$ cat src/rtl/alu_host_framer.sv
// Host-side ALU packet framer: header from registered state, payload passed through with zero latency.
// m_axis_tready low stalls header and payload alike; response capture never backpressures.
module alu_host_framer #(
  parameter logic [7:0]  EchoOp        = 8'hEC,
  parameter int unsigned RspLen        = 4,
  parameter logic [31:0] TimeoutCycles = 32'd100000
) (
  input  logic        clk_i,
  input  logic        reset_ni,
  input  logic        cmd_valid_i,
  output logic        cmd_ready_o,
  input  logic [7:0]  cmd_opcode_i,
  input  logic [15:0] cmd_len_i,
  input  logic [7:0]  s_axis_tdata_i,
  input  logic        s_axis_tvalid_i,
  output logic        s_axis_tready_o,
  output logic [7:0]  m_axis_tdata_o,
  output logic        m_axis_tvalid_o,
  input  logic        m_axis_tready_i,
  input  logic [7:0]  rsp_tdata_i,
  input  logic        rsp_tvalid_i,
  output logic [31:0] rsp_data_o,
  output logic        rsp_valid_o,
  output logic        rsp_timeout_o,
  output logic        cmd_err_o,
  output logic        busy_o
);

  localparam logic [15:0] RspLen16 = 16'(RspLen);

  typedef enum logic [2:0] {IDLE, HDR, PAY, WAIT_RSP, DONE} state_t;

  typedef struct packed {
    logic [7:0]  opcode;
    logic [15:0] len;
    logic [15:0] exp_cnt;
  } cmd_t;

  state_t      state;
  cmd_t        cmd_q;
  logic [1:0]  hdr_idx;
  logic [15:0] pay_cnt;
  logic [15:0] rx_cnt;
  logic [31:0] tmo_cnt;
  logic [15:0] total_len;
  logic [7:0]  hdr_dat;
  logic        cmd_acc;
  logic        m_hs;
  logic        rx_arm;
  logic        rsp_take;

  assign cmd_ready_o     = (state == IDLE);
  assign busy_o          = (state != IDLE);
  assign cmd_acc         = cmd_valid_i && cmd_ready_o;
  assign total_len       = cmd_q.len + 16'd4;
  assign s_axis_tready_o = (state == PAY) && m_axis_tready_i;
  assign m_hs            = m_axis_tvalid_o && m_axis_tready_i;
  assign rx_arm          = (state == HDR) || (state == PAY) || (state == WAIT_RSP);
  // Response bytes past the expected count are dropped, leaving the captured word intact.
  assign rsp_take        = rx_arm && rsp_tvalid_i && (rx_cnt != cmd_q.exp_cnt);

  always_comb begin
    hdr_dat = 8'h00;
    case (hdr_idx)
      2'd0:    hdr_dat = cmd_q.opcode;
      2'd2:    hdr_dat = total_len[7:0];
      2'd3:    hdr_dat = total_len[15:8];
      default: hdr_dat = 8'h00;
    endcase
  end

  always_comb begin
    m_axis_tvalid_o = 1'b0;
    m_axis_tdata_o  = 8'h00;
    case (state)
      HDR: begin
        m_axis_tvalid_o = 1'b1;
        m_axis_tdata_o  = hdr_dat;
      end
      PAY: begin
        m_axis_tvalid_o = s_axis_tvalid_i;
        m_axis_tdata_o  = s_axis_tdata_i;
      end
      default: ;
    endcase
  end

  always_ff @(posedge clk_i) begin
    if (!reset_ni) begin
      state         <= IDLE;
      cmd_q         <= '0;
      hdr_idx       <= '0;
      pay_cnt       <= '0;
      rx_cnt        <= '0;
      tmo_cnt       <= '0;
      rsp_data_o    <= '0;
      rsp_valid_o   <= 1'b0;
      rsp_timeout_o <= 1'b0;
      cmd_err_o     <= 1'b0;
    end else begin
      rsp_valid_o   <= 1'b0;
      rsp_timeout_o <= 1'b0;
      cmd_err_o     <= 1'b0;

      if (rsp_take) begin
        rsp_data_o <= {rsp_tdata_i, rsp_data_o[31:8]};
        rx_cnt     <= rx_cnt + 16'd1;
      end

      case (state)
        IDLE: begin
          if (cmd_acc) begin
            rsp_data_o <= '0;
            rx_cnt     <= '0;
            tmo_cnt    <= '0;
            hdr_idx    <= '0;
            // Oversize lengths would overflow total_len; reject without framing anything.
            if (cmd_len_i > 16'hFFFB) begin
              cmd_err_o <= 1'b1;
            end else begin
              cmd_q.opcode  <= cmd_opcode_i;
              cmd_q.len     <= cmd_len_i;
              cmd_q.exp_cnt <= (cmd_opcode_i == EchoOp) ? cmd_len_i : RspLen16;
              pay_cnt       <= cmd_len_i;
              state         <= HDR;
            end
          end
        end
        HDR: begin
          if (m_hs) begin
            hdr_idx <= hdr_idx + 2'd1;
            if (hdr_idx == 2'd3) begin
              tmo_cnt <= '0;
              state   <= (cmd_q.len != 16'd0) ? PAY : WAIT_RSP;
            end
          end
        end
        PAY: begin
          if (m_hs) begin
            pay_cnt <= pay_cnt - 16'd1;
            if (pay_cnt == 16'd1) begin
              tmo_cnt <= '0;
              state   <= WAIT_RSP;
            end
          end
        end
        WAIT_RSP: begin
          // Completion is checked first so it always beats a coincident timeout.
          if (rx_cnt == cmd_q.exp_cnt) begin
            rsp_valid_o <= 1'b1;
            state       <= DONE;
          end else if (rsp_tvalid_i) begin
            tmo_cnt <= '0;
          end else if (tmo_cnt >= TimeoutCycles - 32'd1) begin
            rsp_timeout_o <= 1'b1;
            state         <= IDLE;
          end else begin
            tmo_cnt <= tmo_cnt + 32'd1;
          end
        end
        DONE:    state <= IDLE;
        default: state <= IDLE;
      endcase
    end
  end

endmodule

$ cat config.mk
export PLATFORM = sky130hd
export DESIGN_NAME = alu_host_framer
export DESIGN_NICKNAME = d
export VERILOG_FILES = /design/src/rtl/alu_host_framer.sv
export SDC_FILE = /design/constraint.sdc
export NUM_CORES = 1
export LEC_CHECK = 0
export ABC_AREA = 1
export CAP_MARGIN = 0
export CORE_MARGIN = 3
export CORE_UTILIZATION = 55
export CTS_CLUSTER_SIZE = 16
export DETAILED_ROUTE_END_ITERATION = 7
export HOLD_SLACK_MARGIN = 0.06
export PLACE_DENSITY = 0.76
export SYNTH_ARGS = -nofsm -noshare
export SYNTH_HDL_FRONTEND = slang
export SYNTH_SLANG_ARGS = --single-unit
$ cat constraint.sdc
create_clock -name clk_i -period 2.2 [get_ports clk_i]
set_clock_uncertainty 0.2 [all_clocks]
set_input_delay 0.44 -clock clk_i [delete_from_list [all_inputs] [get_ports clk_i]]
set_output_delay 0.44 -clock clk_i [all_outputs]
set_load 0.005 [all_outputs]
==> out/qor.txt, run 1 <==
run status: finished, violations left
violated checks: setup timing
Int Pwr: 0.00688 W
Row Count: 41
part of the Yosys area used for sequential elements: 38.5%
highest net fanout along the worst path: 3
cell accounting for the most synthesized area: sky130_fd_sc_hd__dfxtp_1
initial core utilization: 57.6%
final max-slew violation count: 0
combinational fraction of design power: 41.3%
initial antenna violation count: 0
total global-route track usage: 28.3%
width of the die: 123 um
cell with the biggest individual delay on the critical path: sky130_fd_sc_hd__dfxtp_4
# H-tree levels: 4
net load switching power: 0.00424 W
first-pass GRT wire length: 34,300 um
launching element type of the critical path: flip-flop
critical path required time: 1.56 ns
worst supply voltage drop on vdd: 761 uV
initial DRC count: 830
kind of cell adding the most delay to the critical path: simple AND/OR/NAND/NOR gates
Final Worst Setup Slack: -0.412 ns
post-route ant nets: 0
Netlist Area Pre-Place: 7480 um2
Clock Tree Root: sky130_fd_sc_hd__clkbuf_16
count of distinct cell types in the synthesized netlist: 40
fill count: 1,013
worst reg2reg path startpoint: state[2]
power share of the sequential group: 31.5%
post-detailed-route wirelength per cell: 14.2 um
worst hold path type: reg -> reg
Tmin final: 2.61 ns
Slew headroom: 62.7%
Via-to-Cell Ratio: 5.33
register bit total from synthesis: 144
count of antenna diodes in the layout: 0
leakage dissipation: 4.13 nW
CP Cell Sequence: ha_4 > nand3_4 > nor2_4 > nand4_1 > buf_4 > o21bai_1 > o211ai_1 > nand3_1 > nand2_1 > nand2_1 > buf_2
DR DRC count: 0
capturing element of the worst setup path: m_axis_tdata_o[4]
die span in y: 123 um
sort of element at the end of the critical path: primary output
share of total power in the clock network: 27.2%
PwrDens: 1120 nW/um2
cell count along the critical path: 11
type of the worst setup path: reg -> out
clock transition at the registers of the reported paths: 0.06 ns
Inserted Clock Buffers: 17
Port Buffer Count: 92
post-synthesis instance total: 1,126
number of sinks driven by the clock tree: 144
via count: 7,890
EDFF count, synth: 0
transition time at the pin with the least slew margin: 0.554 ns
DRT Pass-1 Iters: 6
I/O pin count: 93
share of flip-flops with an asynchronous set or reset after synthesis: 0%
weighted congestion reported at the end of routability-driven placement: 0.930
synth top area cells: sky130_fd_sc_hd__dfxtp_1, sky130_fd_sc_hd__nand2_1, sky130_fd_sc_hd__nor2_1
Final Setup Violations: 8
critical path arrival: 1.97 ns
floorplan die area: 15,000 um2
worst-case setup slack after placement: -0.385 ns
top-area cell type share of the netlist area: 38.5%
r2r setup slk: 0.08 ns
number of cell instances on the worst register-to-register path: 12
final global-route overflow total: 0
share of total power consumed by net switching: 38.1%
post-detail-place hpwl: 15,100 um
fraction of layout instances using a drive strength above 1: 17.1%
via count of the first global-routing pass: 7,303
final net count: 1,351
Layout Area Growth over Synthesis: 33.2%
count of synthesis-stage warnings from yosys: 0
portion of the clock cycle consumed by the worst path in the final layout: 119%
area of the core: 13,000 um2
Synth Area per Inst: 6.64 um2
reg2reg end: tmo_cnt[8]
Core Util, Final: 76.8%
cell repeated most along the worst path: sky130_fd_sc_hd__nand2_1
Hold Violations, Final: 0
worst setup path start: cmd_q[18]
most instantiated flip-flop cell in the synthesis netlist: sky130_fd_sc_hd__dfxtp_1
highest attainable clock frequency: 383 MHz
Final Hold Slack: 0.240 ns
clock tree from TritonCTS: done
final wirelength: 21,000 um
Syn Nets: 1,182
delay of the slowest cell on the worst path: 0.37 ns
unrepaired setup endpoints after global routing: yes
buffer depth of the longest clock path: 2
maximum number of pins on one net before global-route repair: 41
combined buffer and inverter count along the critical path: 2
Clock Latency Late Sink: 0.42 ns
max_cap viols: 0
per-stage QoR:
stage | TNS (ns) | std cells | area (um2) | power (W)
finish | -2.72 | 1480 | 9970 | 0.0111
global route | -3.56 | 1480 | 9970 | 0.0118
CTS | -2.77 | 1478 | 9920 | 0.0111
detailed placement | -16.72 | 1440 | 9180 | 0.00800
global placement | -12.90 | 1440 | 9180 | 0.00792
floorplan | 0 | 1126 | 7480 | 0.00624
tightest hold or removal path: stages, from the launching register on:
cell and delay [ns]:
sky130_fd_sc_hd__dfxtp_1 0.31, sky130_fd_sc_hd__nand2_1 0.06, sky130_fd_sc_hd__nor2_1 0.03
flip-flops by register name, summed over array words and instances (netlist names):
register	cells
hdr_idx	2
rsp_timeout_o	1
rsp_valid_o	1
cmd_err_o	1
rsp_data_o	32
cmd_q	40
rx_cnt	16
pay_cnt	16
state	3
tmo_cnt	32
cells in the mapped netlist, drive strengths merged, types with 3 or more instances:
library cell,count
a21oi,71
a31oi,6
o21bai,3
dfxtp,144
o21ai,85
ha,10
nor4,6
inv,108
nand2,261
clkbuf,21
nand3,75
nand4,34
nor3,21
buf,25
xor2,22
nor2,214
a211oi,5
o211ai,6
how the worst min path moves through the flow:
stage	start	to	slack, ns	cells after the start
5_1_grt	tmo_cnt[17]	tmo_cnt[17]	0.26	2
4_1_cts	tmo_cnt[24]	tmo_cnt[24]	0.24	2
2_1_floorplan	tmo_cnt[19]	tmo_cnt[19]	0.22	2
6_report	tmo_cnt[24]	tmo_cnt[24]	0.24	2
3_3_place_gp	tmo_cnt[17]	tmo_cnt[17]	0.22	2
3_5_place_dp	tmo_cnt[24]	tmo_cnt[24]	0.23	2
routing by layer:
layer  track usage, %  wire length [um]
met5                0                 0
met4             8.54               335
met3             5.21              1290
met2             46.3              9800
met1             38.3              9550
placed cells by master (no fill, tap or decap), types with 4 or more instances in the layout:
cell and count:
sky130_fd_sc_hd__inv_1 96, sky130_fd_sc_hd__nand2_2 9, sky130_fd_sc_hd__ha_1 6, sky130_fd_sc_hd__nor4_1 5, sky130_fd_sc_hd__nand3_1 69, sky130_fd_sc_hd__nor2_1 186
sky130_fd_sc_hd__o211ai_1 6, sky130_fd_sc_hd__nand2_1 251, sky130_fd_sc_hd__clkbuf_16 17, sky130_fd_sc_hd__a21oi_1 69, sky130_fd_sc_hd__nor3_1 20, sky130_fd_sc_hd__nand4_1 34
sky130_fd_sc_hd__dfxtp_2 6, sky130_fd_sc_hd__nor2_2 22, sky130_fd_sc_hd__o21ai_1 5, sky130_fd_sc_hd__o21ai_0 77, sky130_fd_sc_hd__buf_2 8, sky130_fd_sc_hd__dfxtp_1 135
sky130_fd_sc_hd__buf_12 7, sky130_fd_sc_hd__buf_4 94, sky130_fd_sc_hd__inv_2 11, sky130_fd_sc_hd__clkinvlp_4 4, sky130_fd_sc_hd__clkdlybuf4s50_1 80, sky130_fd_sc_hd__xor2_1 22
sky130_fd_sc_hd__a211oi_1 5, sky130_fd_sc_hd__a31oi_1 5, sky130_fd_sc_hd__nor2_4 5
layout make-up:
type / instances / area [um2] / share of cell area, %
flip-flops and latches: 144 / 2900 / 29.1
clock inverters: 13 / 178 / 1.78
clock buffers: 19 / 443 / 4.44
inverters: 108 / 408 / 4.09
repair buffers: 196 / 1750 / 17.6
multi-input cells: 828 / 4070 / 40.8
well taps: 172 / 215 / 2.16
kinds of logic (layout without fill, tap and decap cells):
family                   Yosys count  in the layout  synth area share, %
buffers and inverters            154            336                 8.66
AND/OR/NAND/NOR                  616            616                 35.6
AO/OA/AOI/OAI                    180            180                 12.9
XOR/XNOR                          22             22                 2.58
flip-flops                       144            144                 38.5
adder cells (fa/ha/maj)           10             10                 1.67
power groups by stage:
stage,combinational (W),clock [W],sequential [W]
after floorplan,0.00277,0,0.00347
after global placement,0.00440,0,0.00351
after detailed placement,0.00448,0,0.00352
after CTS,0.00453,0.00305,0.00349
after global routing,0.00510,0.00317,0.00356
final,0.00459,0.00302,0.00351
what timing repair did:
item / 4_1_cts / 5_1_grt
hold buffers: 0 / 0
hold endpoints to repair: 0 / 0
resized for setup: 72 / 21
buffers inserted: 7 / 4
endpoints found under the setup margin: 12 / 22
pin swaps: 30 / 24
No activity file was read; power rests on OpenSTA's default activity.
==> run 2, diff against run 1 <==
--- a/config.mk
+++ b/config.mk
@@ -7,12 +7,14 @@
 export LEC_CHECK = 0
 export ABC_AREA = 1
 export CAP_MARGIN = 0
+export CELL_PAD_IN_SITES_DETAIL_PLACEMENT = 0
+export CELL_PAD_IN_SITES_GLOBAL_PLACEMENT = 2
 export CORE_MARGIN = 3
-export CORE_UTILIZATION = 55
+export CORE_UTILIZATION = 31
 export CTS_CLUSTER_SIZE = 16
 export DETAILED_ROUTE_END_ITERATION = 7
 export HOLD_SLACK_MARGIN = 0.06
-export PLACE_DENSITY = 0.76
+export PLACE_DENSITY = 0.78
 export SYNTH_ARGS = -nofsm -noshare
 export SYNTH_HDL_FRONTEND = slang
 export SYNTH_SLANG_ARGS = --single-unit
==> out/qor.txt, run 2 (synthesis gave the netlist of run 1 again) <==
run status: finished, violations left
violated checks: setup timing
worst setup path start: cmd_q[18]
DRT Pass-1 Iters: 4 (-2)
final net count: 1,361 (+0.74%)
final max-slew violation count: 0 (unchanged)
maximum number of pins on one net before global-route repair: 49 (+20%)
initial DRC count: 384 (-54%)
register name with the most flops: cmd_q
Tmin final: 2.68 ns (+0.0669 ns)
transition time at the pin with the least slew margin: 0.490 ns (-0.0646 ns)
highest attainable clock frequency: 373 MHz (-2.5%)
Final Hold Slack: 0.238 ns (-0.00153 ns)
share of total power consumed by net switching: 40.5% (+2.4 points)
sort of element at the end of the critical path: primary output
clock tree from TritonCTS: done
clock transition at the registers of the reported paths: 0.07 ns (about the same)
number of cell instances on the worst register-to-register path: 12 (unchanged)
number of flip-flops under the largest register name: 40 (unchanged)
critical path arrival: 2.04 ns (+0.07 ns)
critical path required time: 1.56 ns (about the same)
area of combinational cells with multiple inputs: 4070 um2 (about the same)
Inserted Clock Buffers: 17 (unchanged)
portion of the clock cycle consumed by the worst path in the final layout: 122% (+3.0 points)
Port Buffer Count: 92 (unchanged)
post-route cell area: 10,200 um2 (+2.7%)
floorplan die area: 26,000 um2 (+73%)
power share of the sequential group: 31.5% (about the same)
leakage dissipation: 4.18 nW (+1.3%)
PwrDens: 1090 nW/um2 (-2.6%)
die span in y: 161 um (+32%)
# H-tree levels: 4 (unchanged)
post-route ant nets: 0 (unchanged)
count of antenna diodes in the layout: 0 (unchanged)
number of placed instances, taps included: 1,594 (+11%)
via count: 7,488 (-5.1%)
initial antenna violation count: 0 (unchanged)
Via-to-Cell Ratio: 4.57 (-14%)
cell area after placement: 9430 um2 (+2.7%)
Final Worst Setup Slack: -0.479 ns (-0.0669 ns)
initial core utilization: 31.7% (-26 points)
Hold Crit Start: tmo_cnt[25]
share of total power in the clock network: 26.6% (-0.6 points)
final global-route overflow total: 0 (unchanged)
worst supply voltage drop on vdd: 452 uV (-41%)
Clock Tree Root: sky130_fd_sc_hd__clkbuf_16
most used cells in the layout excluding fill and tap cells: sky130_fd_sc_hd__nand2_1, sky130_fd_sc_hd__nor2_1, sky130_fd_sc_hd__dfxtp_1
Sequential cell area: 2900 um2 (about the same)
weighted congestion reported at the end of routability-driven placement: 0.840 (-9.7%)
hold path cells: 2 (unchanged)
launching element type of the critical path: flip-flop
net load switching power: 0.00450 W (+6.2%)
Layout Area Growth over Synthesis: 36.8%
unrepaired setup endpoints after global routing: yes
worst reg2reg path startpoint: state[2]
DR DRC count: 0 (unchanged)
post-detail-place hpwl: 17,100 um (+14%)
worst hold path type: reg -> reg
biggest regs: cmd_q: 40 flops, rsp_data_o: 32 flops, tmo_cnt: 32 flops
fill count: 2,529 (+150%)
first-pass GRT wire length: 38,100 um (+11%)
highest net fanout along the worst path: 3 (unchanged)
post-detailed-route wirelength per cell: 14.3 um (+0.81%)
Slew headroom: 67.1% (+4.4 points)
Int Pwr: 0.00661 W (-3.9%)
worst-case setup slack after placement: -0.403 ns (-0.0173 ns)
width of the die: 161 um (+32%)
Hold Violations, Final: 0 (unchanged)
area of the core: 23,600 um2 (+82%)
total global-route track usage: 18.1% (-10 points)
via count of the first global-routing pass: 7,191 (-1.5%)
fraction of layout instances using a drive strength above 1: 17.8% (+0.63 points)
number of sinks driven by the clock tree: 144 (unchanged)
most common library cell in the layout ignoring fill and taps: sky130_fd_sc_hd__nand2_1
max_cap viols: 0 (unchanged)
filler-free cell count of the finished design: 1,637 (+11%)
buffer depth of the longest clock path: 2 (unchanged)
Clock Latency Late Sink: 0.43 ns (about the same)
combinational fraction of design power: 41.9% (+0.6 points)
final wirelength: 23,400 um (+12%)
Final Setup Violations: 8 (unchanged)
I/O pin count: 93 (unchanged)
type of the worst setup path: reg -> out
Row Count: 56 (+37%)
[run 2: cell count changes in the layout (fill, tap and decap cells not counted), moves of 2 or more]
cell and change:
sky130_fd_sc_hd__nor2_2 +4, sky130_fd_sc_hd__buf_4 +8, sky130_fd_sc_hd__clkinv_8 +6, sky130_fd_sc_hd__ha_1 +2, sky130_fd_sc_hd__nor2_1 -4, sky130_fd_sc_hd__bufinv_16 -3
sky130_fd_sc_hd__inv_8 +2, sky130_fd_sc_hd__clkinvlp_4 -4, sky130_fd_sc_hd__ha_2 -2
[run 2: path summary, 6_finish.rpt]
kind                        to  slack (ns)
max          m_axis_tdata_o[7]       -0.48
min                tmo_cnt[25]        0.24
max reg2reg         tmo_cnt[3]        0.18
min reg2reg        tmo_cnt[25]        0.24
[run 2: layout make-up]
| cell class | instances | area share, % |
|---|---|---|
| multi-input combinational | 828 | 39.8 |
| clock inverter | 15 | 1.82 |
| clock buffer | 17 | 4.16 |
| inverter | 108 | 3.96 |
| timing repair buffer | 206 | 18.0 |
| tap | 319 | 3.90 |
| sequential | 144 | 28.3 |
[run 2: power by group through the flow]
| stage | clock [W] | combinational (W) | sequential (W) |
|---|---|---|---|
| 3_3_place_gp | 0 | 0.00469 | 0.00353 |
| 3_5_place_dp | 0 | 0.00466 | 0.00353 |
| 4_1_cts | 0.00303 | 0.00466 | 0.00349 |
| 5_1_grt | 0.00315 | 0.00524 | 0.00357 |
| 6_report | 0.00296 | 0.00466 | 0.00350 |
| 2_1_floorplan | 0 | 0.00277 | 0.00347 |
[run 2: stage by stage]
step	utilization, %	total power [W]	setup TNS [ns]
after global routing	43.3	0.0120	-4.07
after floorplan	-	0.00624	0
after CTS	43.1	0.0112	-3.26
after global placement	39.9	0.00822	-14.22
after detailed placement	39.9	0.00819	-15.53
final	43.3	0.0111	-2.95
[run 2: metal layers]
metal	GRT usage, %	part of all wire [%]
met5	0	0
met1	25.7	51
met2	28.4	45
met3	3.62	3.0
met4	4.38	0.89
[run 2: worst max-delay path, stage by stage (launching register included)]
cell and delay, ns:
sky130_fd_sc_hd__dfxtp_4 0.39, sky130_fd_sc_hd__nand3_4 0.08, sky130_fd_sc_hd__nor2_4 0.10, sky130_fd_sc_hd__nand2_2 0.08, sky130_fd_sc_hd__nor2_4 0.12, sky130_fd_sc_hd__nand2_2 0.08
sky130_fd_sc_hd__buf_6 0.12, sky130_fd_sc_hd__nor2_4 0.11, sky130_fd_sc_hd__buf_6 0.10, sky130_fd_sc_hd__nand2_2 0.03, sky130_fd_sc_hd__nand2_1 0.07, sky130_fd_sc_hd__nand3_1 0.07
sky130_fd_sc_hd__nand2_1 0.06, sky130_fd_sc_hd__nand2_1 0.05, sky130_fd_sc_hd__nand2_1 0.05, sky130_fd_sc_hd__buf_2 0.10
[run 2: repair_timing]
item	in CTS	in global routing
resized for setup	72	20
pin swaps	22	15
setup buffers	11	2
hold buffers	0	0
setup endpoints to repair	12	78
